[src/rtl/uart_rx_bit_timer_if.sv]
// Serial receive timing bundle: raw line in, per-bit strobes and frame status flags out.
// The master side is the bit timer; the slave side is the line driver and downstream shift stage.
interface uart_rx_bit_timer_if;
  logic rx;
  logic sample_en;
  logic bit_out;
  logic busy;
  logic frame_done;
  logic frame_err;

  modport master (
    input  rx,
    output sample_en,
    output bit_out,
    output busy,
    output frame_done,
    output frame_err
  );

  modport slave (
    output rx,
    input  sample_en,
    input  bit_out,
    input  busy,
    input  frame_done,
    input  frame_err
  );
endinterface

[src/rtl/uart_rx_bit_timer.sv]
// UART receive bit timer: synchronizes rx, validates the start bit and emits one mid-bit
// strobe per frame bit, with done/error flags aligned to the downstream shift stage output.
module uart_rx_bit_timer #(
  parameter int CLKS_PER_BIT = 434
) (
  input  logic                  clk,
  input  logic                  rst_n,
  uart_rx_bit_timer_if.master   bus
);

  localparam int HALF  = CLKS_PER_BIT / 2;
  localparam int CNT_W = $clog2(CLKS_PER_BIT);
  localparam logic [CNT_W-1:0] CNT_LAST = CNT_W'(CLKS_PER_BIT - 1);
  localparam logic [CNT_W-1:0] HALF_LAST = CNT_W'(HALF - 1);

  typedef enum logic [2:0] {
    IDLE      = 3'd0,
    START     = 3'd1,
    DATA      = 3'd2,
    STOP      = 3'd3,
    WAIT_IDLE = 3'd4
  } state_t;

  state_t           state_r;
  logic [CNT_W-1:0] cnt_r;
  logic [2:0]       bitn_r;
  logic             rx_meta_r;
  logic             rx_sync_r;
  logic             sample_en_r;
  logic             bit_out_r;
  logic             busy_r;
  logic             done_arm_r;
  logic             err_arm_r;
  logic             done_dly_r;
  logic             err_dly_r;
  logic             frame_done_r;
  logic             frame_err_r;

  // Two-flop synchronizer for the asynchronous serial line
  always_ff @(posedge clk or negedge rst_n) begin
    if (!rst_n) begin
      rx_meta_r <= 1'b1;
      rx_sync_r <= 1'b1;
    end else begin
      rx_meta_r <= bus.rx;
      rx_sync_r <= rx_meta_r;
    end
  end

  // Framing FSM with bit-period counter and registered strobe/bit/busy outputs
  always_ff @(posedge clk or negedge rst_n) begin
    if (!rst_n) begin
      state_r     <= IDLE;
      cnt_r       <= '0;
      bitn_r      <= 3'd0;
      sample_en_r <= 1'b0;
      bit_out_r   <= 1'b1;
      busy_r      <= 1'b0;
      done_arm_r  <= 1'b0;
      err_arm_r   <= 1'b0;
    end else begin
      sample_en_r <= 1'b0;
      done_arm_r  <= 1'b0;
      err_arm_r   <= 1'b0;
      case (state_r)
        IDLE: begin
          if (!rx_sync_r) begin
            state_r <= START;
            cnt_r   <= '0;
            busy_r  <= 1'b1;
          end
        end
        START: begin
          if (cnt_r == HALF_LAST) begin
            cnt_r <= '0;
            if (!rx_sync_r) begin
              sample_en_r <= 1'b1;
              bit_out_r   <= 1'b0;
              bitn_r      <= 3'd0;
              state_r     <= DATA;
            end else begin
              state_r <= IDLE;
              busy_r  <= 1'b0;
            end
          end else begin
            cnt_r <= cnt_r + 1'b1;
          end
        end
        DATA: begin
          if (cnt_r == CNT_LAST) begin
            cnt_r       <= '0;
            sample_en_r <= 1'b1;
            bit_out_r   <= rx_sync_r;
            if (bitn_r == 3'd7) begin
              state_r <= STOP;
            end else begin
              bitn_r <= bitn_r + 3'd1;
            end
          end else begin
            cnt_r <= cnt_r + 1'b1;
          end
        end
        STOP: begin
          if (cnt_r == CNT_LAST) begin
            cnt_r       <= '0;
            sample_en_r <= 1'b1;
            bit_out_r   <= rx_sync_r;
            if (rx_sync_r) begin
              done_arm_r <= 1'b1;
              state_r    <= IDLE;
              busy_r     <= 1'b0;
            end else begin
              err_arm_r <= 1'b1;
              state_r   <= WAIT_IDLE;
            end
          end else begin
            cnt_r <= cnt_r + 1'b1;
          end
        end
        WAIT_IDLE: begin
          // A line held low after a bad stop bit must not be mistaken for a new start
          if (rx_sync_r) begin
            state_r <= IDLE;
            cnt_r   <= '0;
            busy_r  <= 1'b0;
          end
        end
        default: begin
          state_r <= IDLE;
          cnt_r   <= '0;
          busy_r  <= 1'b0;
        end
      endcase
    end
  end

  // Delay the frame flags so they coincide with the shift stage's byte output
  always_ff @(posedge clk or negedge rst_n) begin
    if (!rst_n) begin
      done_dly_r   <= 1'b0;
      err_dly_r    <= 1'b0;
      frame_done_r <= 1'b0;
      frame_err_r  <= 1'b0;
    end else begin
      done_dly_r   <= done_arm_r;
      err_dly_r    <= err_arm_r;
      frame_done_r <= done_dly_r;
      frame_err_r  <= err_dly_r;
    end
  end

  assign bus.sample_en  = sample_en_r;
  assign bus.bit_out    = bit_out_r;
  assign bus.busy       = busy_r;
  assign bus.frame_done = frame_done_r;
  assign bus.frame_err  = frame_err_r;

endmodule

[src/flat_wrapper.sv]
// flat-port wrapper written by rule: the top's interface ports become plain ports
module uart_rx_bit_timer_flat 
#(
  parameter int CLKS_PER_BIT = 434
)
  (clk, rst_n, bus_rx, bus_sample_en, bus_bit_out, bus_busy, bus_frame_done, bus_frame_err);
  uart_rx_bit_timer_if bus_i ();
  input  logic clk;
  input  logic rst_n;
  input wire logic [$bits(bus_i.rx)-1:0] bus_rx;
  output wire logic [$bits(bus_i.sample_en)-1:0] bus_sample_en;
  output wire logic [$bits(bus_i.bit_out)-1:0] bus_bit_out;
  output wire logic [$bits(bus_i.busy)-1:0] bus_busy;
  output wire logic [$bits(bus_i.frame_done)-1:0] bus_frame_done;
  output wire logic [$bits(bus_i.frame_err)-1:0] bus_frame_err;
  assign bus_i.rx = bus_rx;
  assign bus_sample_en = bus_i.sample_en;
  assign bus_bit_out = bus_i.bit_out;
  assign bus_busy = bus_i.busy;
  assign bus_frame_done = bus_i.frame_done;
  assign bus_frame_err = bus_i.frame_err;
  uart_rx_bit_timer #(.CLKS_PER_BIT(CLKS_PER_BIT)) u_core (.clk(clk), .rst_n(rst_n), .bus(bus_i));
endmodule
[config.mk]
export PLATFORM = sky130hd
export DESIGN_NAME = uart_rx_bit_timer_flat
export DESIGN_NICKNAME = d
export VERILOG_FILES = /design/src/rtl/uart_rx_bit_timer_if.sv /design/src/rtl/uart_rx_bit_timer.sv /design/src/flat_wrapper.sv
export SDC_FILE = /design/constraint.sdc
export NUM_CORES = 1
export LEC_CHECK = 0
export ABC_CLOCK_PERIOD_IN_PS = 2650
export CAP_MARGIN = 20
export CORE_UTILIZATION = 40
export DETAILED_ROUTE_END_ITERATION = 10
export PLACE_DENSITY = 0.67
export SETUP_SLACK_MARGIN = 0.3
export SYNTH_ARGS = -nofsm -noshare
export SYNTH_HDL_FRONTEND = slang
export SYNTH_SLANG_ARGS = --single-unit
[constraint.sdc]
create_clock -name clk -period 2.65 [get_ports clk]
set_clock_uncertainty 0.05 [all_clocks]
set_input_delay 0.795 -clock clk [delete_from_list [all_inputs] [get_ports clk]]
set_output_delay 0.795 -clock clk [all_outputs]
set_load 0.01 [all_outputs]
# Yosys cells after proc, flatten, opt, wreduce, memory -nomap -nowiden
# Cells that the tools add are included.
word_totals:
  in_bits: 3
  regBits: 26
  out_inout_bits: 5
  wordCells: 79
op_classes:
  reduce_logical: 9
  muxes: 37
  n_eq_ne: 16
  add_sub_neg: 2
  n_bitwise: 1
op_table:
  columns: ["cell", "count"]
  rows:
  - ["$mux W9", 4]
  - ["$pmux W9 S4", 1]
  - ["$mux W3", 11]
  - ["$mux W1", 15]
  - ["$pmux W3 S5", 1]
  - ["$ne A2 B1 Y1 const B", 6]
  - ["$add A9 B1 Y9 const B", 1]
  - ["$eq A9 B8 Y1 const B", 1]
  - ["$eq A9 B9 Y1 const B", 1]
  - ["$reduce_and A4 Y1", 2]
  - ["$eq A3 B2 Y1 const B", 2]
  - ["$eq A3 B3 Y1 const B", 2]
  - ["$ne A2 B2 Y1 const B", 3]
  - ["$pmux W3 S2", 1]
  - ["$reduce_and A6 Y1", 1]
  - ["$pmux W1 S5", 1]
  - ["$reduce_and A5 Y1", 1]
  - ["$pmux W1 S2", 2]
  - ["$reduce_bool A2 Y1", 2]
  - ["$add A3 B1 Y3 const B", 1]
  - ["$eq A3 B1 Y1 const B", 1]
  - ["$logic_not A3 Y1", 1]
  - ["$mux W2", 1]
  - ["$reduce_and A2 Y1", 1]
  - ["other kinds (2)", 2]

# Depth between registers and ports, before layout
# Gate-level depths: netlist (run 1).
logic_depth:
  depth_word: 4
  ltp_mapped: 6
  mapped_depth_nobuf: 6

# Least setup slack after synthesis (run 1)
# Ideal clock, no wire load.
synth_path:
  kind: "reg2reg"
  from: "register u_core.bitn_r[0]"
  to: "register u_core.bitn_r[0]"
  required_time_ns: 2.475
  synth_period_minus_slack_ns: 2.177
  stages_incl_launch_ff: 7
  arrival_time_ns: 2.002
  setup_time_ns: 0.125
  slack_ns: 0.473
  path_buffers: 0
  path_cell_list: "dfrtp_1 -> ha_1 -> ha_1 -> or3b_1 -> a211o_1 -> a221oi_4 -> mux2_4"
synth_between:
  elab_chain_len: 4
  elab_cells_between_ends: 7
  cone_classes: "1 x add/sub; 2 x eq/ne; 3 x mux; 1 x reduce/logical"
synth_lines:
  columns: ["element", "line_no", "source"]
  rows:
  - ["start: declaration", "uart_rx_bit_timer.sv:26", "logic [2:0] bitn_r;"]
  - ["start signal: assignment", "uart_rx_bit_timer.sv:97", "bitn_r <= bitn_r + 3'd1;"]
  - ["$add A3 B1 Y3", "uart_rx_bit_timer.sv:97", null]
  - ["$mux W3", "uart_rx_bit_timer.sv:94", "if (bitn_r == 3'd7) begin"]
  - ["$mux W3", "uart_rx_bit_timer.sv:90", "if (cnt_r == CNT_LAST) begin"]
  - ["$pmux W3 S2", "uart_rx_bit_timer.sv:65", "case (state_r)"]
# Several ways; a longest one is shown, not always the timed one. The select of a mux whose other input is x is not followed.
# A chain may end at the register's enable or synchronous reset.

# Final worst setup path (run 1)
# Same ends and word-level chain as after synthesis.

==> summary.md, run 1 <==
The run finished with clean final reports. The finished layout holds 201 standard cells, fillers aside. The logs give 973 for the via count of the first global-routing pass and 0.000141 V for the maximum VDD drop. After routing, the total negative slack on setup checks comes to 0 ns.

The tools report the clock group share of total power as 32.4%. Setup violations remaining at the end of the flow were counted as 0. The number of gates resized after CTS was 0. By instance count, the leading cell after synthesis is nand2_1. The design draws 0.615 mW. Detailed routing placed a total of 87 um of wire on met3.

In this run the tool buffered the top-level ports with 7 buffer cells. The most used flip-flop cell after synthesis is dfrtp_1. The number of nets handed over by synthesis was 152. Number of hold-slack violations in the final timing report: 0. After filler insertion, the fill cell instance count of the layout stands at 316. The floorplan step defined a die boundary enclosing 3720 sq um. At the worst endpoint, the arrival time is 2.47 ns. The kind of start point of the critical path is a flip-flop. The average instance in the mapped netlist occupies 9.66 sq um.

Kind of critical path: flip-flop to flip-flop. The area share of the largest cell type after synthesis was 41.4%. The worst setup path is captured at a flip-flop. Summed over all nets, wire length on met2 after detailed routing comes to 1.26 mm. Prior to clock tree synthesis, the placed netlist has a worst setup slack of 0.357 ns. Setup repair after global routing left no endpoint under its margin.

Global routing used 16.3% of the available tracks. Max-cap violations in this run came to 0. Synthesis handed over a netlist of 144 instances. In this run the power spent charging and discharging nets is 0.126 mW. The congestion estimate from routability-driven global placement came to 0.754. The signed area change from the synthesized netlist to the final layout was 12.6%; the clock period minus final worst setup slack was 2.29 ns.

After clock tree synthesis, the flow added hold-fix buffers numbering 0. Timing would allow up to 0.436 GHz. The horizontal die dimension was 61.0 um; the detailed-route via count was 1,069. Part of the power in registers: 65.3%. The logs give 41.7% for the initial core utilization and 0.489 mW for the internal power summed over all cells.

Across all setup checks in the final design, the least slack found is 0.358 ns. The number of nets in the layout came out at 164. For this block, the routed nets add up to 2.60 mm of wire. The detailed router used layers up to and including met4. The longest clock path from root to sink contains 2 buffers.

The tools report the clock root buffer master as clkbuf_4. Row generation in the floorplan step produced 21 rows. For the number of clock buffers inserted by TritonCTS, the log shows 3. The slowest cell on the critical path is dfrtp_1.

The clock net in this run drives a total of 26 sinks. Traced cell by cell, the critical path runs through ha_1 -> ha_1 -> or3b_1 -> a211o_1 -> a221oi_4 -> mux2_4. Entering global routing, the biggest net connects 27 pins.

Among the stages of the critical path, the cell type that occurs most often is ha_1. Including well taps, the total number of placed cells is 195. Yosys printed 0 warnings. The areal power density over the cells works out to 393 nW/um^2. The I/O pin count came out at 8. The pre-antenna-repair detailed-routing pass consisted of 4 iterations. After synthesis, the cell types taking the most area are dfrtp_1, nand2_1, dfstp_2. The via-per-instance ratio works out to 5.32. The total area inside the core boundary comes to 3340 sq um. The tools report the initial antenna violation count as 0. The CTS H-tree depth is 1, and the number of distinct library cell variants in the gate-level netlist after synthesis is 43. The proportion of power drawn by combinational gates was 2.3%; the proportion of total power due to net switching was 20.5%. The number of enable-type register cells in the synthesized netlist is 0. In this run the tightest slew margin relative to its limit is 61.1%. Chip height: 61.0 um. The post-CTS setup-driven buffer insertion count is 0. The maximum single-stage delay on the critical path is 0.43 ns, and the clock latency of the later-clocked register in the worst-skew pair is 0.32 ns. In the finished design, the share of the clock period the worst path needs comes to 86.5%. The routed wirelength normalized by instance count works out to 12.9 um. The share of flip-flops with an asynchronous set or reset after synthesis was 100%. Summing every instance area after synthesis gives 1390 sq um. The run gives 0 as the number of pins with negative max-slew slack in the final report. The run gives 1.86 mm as the half-perimeter wire length of the detailed placement result. The first global-routing pass estimated 4.40 mm of wire. For this block, the initial DRC count from the detailed router was 41. By count the netlist is led by nand2_1, dfrtp_1, nor2_1, o21ai_0. In this run, synthesis produced a sequential element count of 26. In the routed design, unresolved DRC markers number 0. Of all nets on the critical path, the largest fanout is 4. The run gives 0 as the final antenna-violating net count.

TritonCTS built the clock tree. The min-delay analysis places its worst path in the category flip-flop to flip-flop. STA puts the critical path data required time at 2.83 ns. The detailed router put a total of 1.20 mm of wire on met1. The proportion of synthesized chip area in sequential cells was 47.0%; the leakage power was 0.638 nW. The total overflow left after global routing is 0.

The clock-pin slew on the worst setup and hold paths was 0.13 ns; the number of inserted diodes was 0. In the final layout, the share of cells above drive strength 1 is 10.3%. The largest total area in the synthesized netlist belongs to dfrtp_1. For the pin with the worst max-slew slack, the measured transition is 0.581 ns.
## power by group through the flow
stage               clock, mW  combinational [mW]  sequential, mW
finish                  0.199              0.0141           0.402
detailed placement          0              0.0147           0.409
global route            0.226              0.0161           0.403
global placement            0              0.0145           0.409
floorplan                   0             0.00530           0.407
CTS                     0.207              0.0147           0.402
## per-stage QoR
| stage | hold slack, ns | cell area, sq um | utilization, % |
|---|---|---|---|
| after floorplan | 0.281 | 1390 | - |
| after global placement | 0.288 | 1520 | 45.4 |
| after detailed placement | 0.287 | 1520 | 45.4 |
| after CTS | 0.319 | 1550 | 46.5 |
| after global routing | 0.328 | 1570 | 46.9 |
| final | 0.315 | 1570 | 46.9 |
## cell usage in the layout (no fill, tap or decap), types with 2 or more instances in the layout
| cell | Yosys | routed |
|---|---|---|
| clkbuf_4 | 0 | 3 |
| clkdlybuf4s50_1 | 0 | 7 |
| o21ai_0 | 6 | 6 |
| nand2_1 | 25 | 25 |
| and4b_1 | 2 | 2 |
| buf_4 | 0 | 6 |
| or3b_1 | 3 | 3 |
| nor2_1 | 8 | 8 |
| nand3b_1 | 2 | 2 |
| a31oi_1 | 2 | 2 |
| xnor2_1 | 3 | 3 |
| nand2b_1 | 2 | 2 |
| dfstp_2 | 3 | 3 |
| o2bb2ai_1 | 2 | 2 |
| o211ai_1 | 5 | 5 |
| mux2i_1 | 2 | 2 |
| dfrtp_1 | 23 | 23 |
| nand3_1 | 5 | 5 |
| nor3_1 | 5 | 5 |
| ha_1 | 5 | 5 |
| o21ai_1 | 4 | 4 |
| inv_1 | 5 | 5 |
| nor2b_1 | 3 | 3 |
| a21oi_1 | 4 | 4 |
## worst max-delay path, delay by kind of cell (launching register included)
family / cells / cell delay [ns]
AND/OR/NAND/NOR: 1 / 0.36
AO/OA/AOI/OAI: 2 / 0.59
adder cells (fa/ha/maj): 2 / 0.44
multiplexers: 1 / 0.33
flip-flops: 1 / 0.43
## logic make-up after synthesis
kind of cell    after synthesis  synth area share (%)
xor+xnor                      3                  1.89
flops                        26                  47.0
simple gates                 62                  23.1
mux                           3                  2.52
compound gates               31                  15.9
buf+inv                      13                  4.32
fa+ha+maj                     6                  5.22
## final timing paths
path,end,from,slack [ns],cells after the start
setup / recovery,u_core.bitn_r[0],u_core.bitn_r[0],0.36,6
hold / removal,u_core.done_dly_r,u_core.done_arm_r,0.32,0
setup reg to reg,u_core.bitn_r[0],u_core.bitn_r[0],0.36,6
hold reg to reg,u_core.done_dly_r,u_core.done_arm_r,0.32,0
max in group asynchronous,u_core.bus.bit_out,rst_n,1.49,2
min in group asynchronous,u_core.bus.sample_en,rst_n,0.77,2
## registers in the layout, indices dropped and copies added, names as in the netlist
| signal | count |
|---|---|
| u_core.cnt_r | 9 |
| u_core.err_arm_r | 1 |
| u_core.state_r | 3 |
| u_core.bus.frame_done | 1 |
| u_core.bus.bit_out | 1 |
| u_core.done_dly_r | 1 |
| u_core.bus.sample_en | 1 |
| u_core.done_arm_r | 1 |
| u_core.bus.busy | 1 |
| u_core.bus.frame_err | 1 |
| u_core.err_dly_r | 1 |
| u_core.rx_sync_r | 1 |
| u_core.bitn_r | 3 |
| u_core.rx_meta_r | 1 |
## layout make-up
type | count | area [sq um] | area share (%)
Multi-Input combinational cell | 105 | 677 | 43.2
Tap cell | 46 | 57.6 | 3.67
Inverter | 7 | 26.3 | 1.68
Timing Repair Buffer | 13 | 115 | 7.35
Sequential cell | 26 | 654 | 41.8
Clock buffer | 4 | 36.3 | 2.32
## per-layer routing
layer	track usage [%]	vias to the layer above
met2	27.9	23
met4	7.79	0
li1	-	532
met5	0	-
met3	3.41	5
met1	19.5	509
(Power assumes the default switching activity.)
==> run 2: changes to the inputs <==
--- a/config.mk
+++ b/config.mk
@@ -6,7 +6,6 @@
 export NUM_CORES = 1
 export LEC_CHECK = 0
 export ABC_CLOCK_PERIOD_IN_PS = 2650
-export CAP_MARGIN = 20
 export CORE_UTILIZATION = 40
 export DETAILED_ROUTE_END_ITERATION = 10
 export PLACE_DENSITY = 0.67
==> results of run 2 <==
The final DEF is identical to that of run 1; final timing and power are the same.
==> run 3: changes to the inputs <==
--- a/config.mk
+++ b/config.mk
@@ -5,10 +5,9 @@
 export SDC_FILE = /design/constraint.sdc
 export NUM_CORES = 1
 export LEC_CHECK = 0
-export ABC_CLOCK_PERIOD_IN_PS = 2650
-export CORE_UTILIZATION = 40
+export CORE_UTILIZATION = 55
 export DETAILED_ROUTE_END_ITERATION = 10
-export PLACE_DENSITY = 0.67
+export PLACE_DENSITY = 0.84
 export SETUP_SLACK_MARGIN = 0.3
 export SYNTH_ARGS = -nofsm -noshare
 export SYNTH_HDL_FRONTEND = slang
==> summary.md, run 3 (synthesized netlist as in run 1, its figures left out) <==
The number of buffers inserted by port buffering was 7 (unchanged). The largest registers in the layout are u_core.cnt_r: 9 flops, u_core.bitn_r: 3 flops, u_core.state_r: 3 flops. For the total power consumption of the routed design, the log shows 0.615 mW (about the same).

For the number of clock sinks seen by CTS, the log shows 26 (unchanged). Leaving out fill and tap cells, the most frequent cell in the layout is nand2_1. The number of flip-flops under the largest register name was 9 (unchanged); the total negative slack was 0 ns (unchanged). The run gives 60.6% (+19 points) as the initial core utilization. The final antenna-violating net count came out at 0 (unchanged).

TritonCTS built the clock tree. The half-perimeter wire length of the detailed placement result was 1.93 mm (+3.8%). The clock-pin slew on the worst setup and hold paths is 0.13 ns (about the same). The top cell types in the final layout, fill and taps aside, are nand2_1, dfrtp_1, nor2_1, clkdlybuf4s50_1, o21ai_0.

The max-capacitance violation count came out at 0 (unchanged). The proportion of power drawn by combinational gates was 2.2% (about the same); the via-per-instance ratio was 6.21 (+17%). Number of search-and-repair iterations in the first detailed-routing pass: 4 (unchanged). The overall overflow remaining after global route came out at 0 (unchanged).

The logs give 162 (-1.2%) for the number of nets in the layout and 27 (unchanged) for the maximum number of pins on one net before global-route repair. The maximum single-stage delay on the critical path works out to 0.56 ns (+0.13 ns). For the weighted congestion reported at the end of routability-driven placement, the log shows 0.872 (+16%).

The family with the most delay on the worst path is flip-flops. The final wirelength is 2.66 mm (+2.3%). The tools report the clock group share of total power as 32.5% (about the same). The register with the most flip-flops is u_core.cnt_r.

The first-pass GRT wire length was 4.62 mm (+5.0%); the horizontal die dimension was 52.3 um (-14%). The maximum buffer depth of the clock tree came out at 2 (unchanged). The tools report the starting DRC count in detailed routing as 33 (-20%). The CTS H-tree depth is 1 (unchanged), and the count of buffer and inverter cells on the critical path is 1 (+1). The tools report the number of hold-slack violations in the final timing report as 0 (unchanged). The logs give 2300 sq um (-31%) for the placeable core region and 0.32 ns (about the same) for the clock latency of the later-clocked register in the worst-skew pair. The count of hold-fix buffers inserted at cts is 0 (unchanged). The run gives 0.489 mW (about the same) as the internal power summed over all cells.

STA classifies the critical path startpoint as a flip-flop. The signed area change from the synthesized netlist to the final layout was 10.1%; the maximum VDD drop was 0.000268 V (+90%). The logs give 0 (unchanged) for the count of endpoints failing setup in the final report and 1.40 ns (-1.07 ns) for the data arrival time of the worst path. The total net switching power was 0.126 mW (about the same). The fraction of the cycle the final worst path needs was 84.8% (-1.7 points). For the via count of the first global-routing pass, the log shows 1,037 (+6.6%). Initial antenna violation count: 0 (unchanged). The signal on the critical path passes through clkdlybuf4s50_1. The run gives 3 (unchanged) as the number of clock buffers inserted by TritonCTS.

The detailed-route via count is 1,124 (+5.1%), and the chip height is 52.3 um (-14%). The root buffer cell chosen for the clock tree is clkbuf_4. Leakage power: 0.624 nW (-2.2%). The areal power density over the cells came out at 402 nW/um^2 (+2.3%). The part of the power in registers is 65.3% (about the same), and the proportion of total power due to net switching is 20.6% (about the same).

Number of inserted diodes: 0 (unchanged). The core utilization of the finished layout is 66.7% (+20 points), and the I/O pin count is 8 (unchanged). The actual transition at the worst max-transition pin is 1.05 ns (+0.468 ns), and the die area is 2730 sq um (-26%).

The tools report the critical path capture point type as an output pin. The routed wirelength normalized by instance count was 14.7 um (+14%); the largest driver fanout on the critical path was 2 (-2). The logs give 22.9% (+6.6 points) for the global-route usage over all layers and 0 (unchanged) for the number of pins with negative max-slew slack in the final report.

The fraction of layout instances using a drive strength above 1 works out to 9.80% (-0.52 points). The flow ran to the end, and the final reports show no timing, DRC or antenna violations. The critical path in this run is classified as flip-flop to output pin. The logs give 0.445 GHz (+2.0%) for the top achievable clock speed and 0 (unchanged) for the number of design rule violations left after detail routing. The logs give 17 (-19%) for the count of standard-cell rows and 29.5% (-32 points) for the relative slew slack.

The tools report the number of fillers in the final layout as 183 (-42%). For this design, the slowest cell found on the critical path is dfstp_2. The class of the worst hold path is flip-flop to flip-flop. The required time at the worst-slack endpoint was 1.81 ns (-1.02 ns); the clock period minus final worst setup slack was 2.25 ns (-0.0459 ns). Setup repair after global routing left no endpoint under its margin.
run 3: cell types whose count changed in the layout (fill, tap and decap cells not counted), sizes merged:
cell / change
buf: -2
run 3: routing by layer:
layer	track usage (%)	wire, um	part of all wire, %	up-vias
li1	-	-	-	526
met1	30.5	1170	44	542
met2	38.0	1300	49	49
met3	2.61	146	5.5	7
met5	0	0	0	-
met4	8.33	48	1.8	0
run 3: repair_timing:
action	in CTS	in global routing
setup endpoints to repair	0	1
setup buffers	0	1
gates resized for setup	0	1
run 3: worst paths after layout:
| kind | start | cells after the start | end | slack (ns) |
|---|---|---|---|---|
| max | u_core.bus.bit_out | 1 | bus_bit_out | 0.40 |
| min reg2reg | u_core.rx_meta_r | 0 | u_core.rx_sync_r | 0.32 |
| max reg2reg | u_core.bitn_r[0] | 6 | u_core.bitn_r[0] | 0.41 |
| min in group asynchronous | rst_n | 2 | u_core.bus.frame_done | 0.76 |
| max in group asynchronous | rst_n | 2 | u_core.rx_sync_r | 1.50 |
| min | u_core.rx_meta_r | 0 | u_core.rx_sync_r | 0.32 |
run 3: stage by stage:
| step | worst slack (ns) | cell area, sq um | hold slack (ns) | cells |
|---|---|---|---|---|
| 3_5_place_dp | 0.357 | 1490 | 0.291 | 176 |
| 5_1_grt | 0.333 | 1530 | 0.321 | 181 |
| 2_1_floorplan | 0.473 | 1390 | 0.281 | 144 |
| 3_3_place_gp | 0.432 | 1490 | 0.287 | 176 |
| 4_1_cts | 0.308 | 1520 | 0.320 | 180 |
| 6_report | 0.404 | 1530 | 0.318 | 181 |
run 3: area by class of cell:
cell class                 count  area (sq um)  area share [%]
sequential                    26           654            42.7
multi-input combinational    105           679            44.4
clock buffer                   4          36.3            2.37
tap                           28          35.0            2.29
inverter                       7          26.3            1.72
timing repair buffer          11           100            6.54
run 3: power by group through the flow:
stage | sequential (mW) | clock, mW | combinational (mW)
floorplan | 0.407 | 0 | 0.00530
global placement | 0.409 | 0 | 0.0142
detailed placement | 0.409 | 0 | 0.0147
CTS | 0.402 | 0.208 | 0.0146
global route | 0.403 | 0.222 | 0.0160
finish | 0.402 | 0.200 | 0.0136
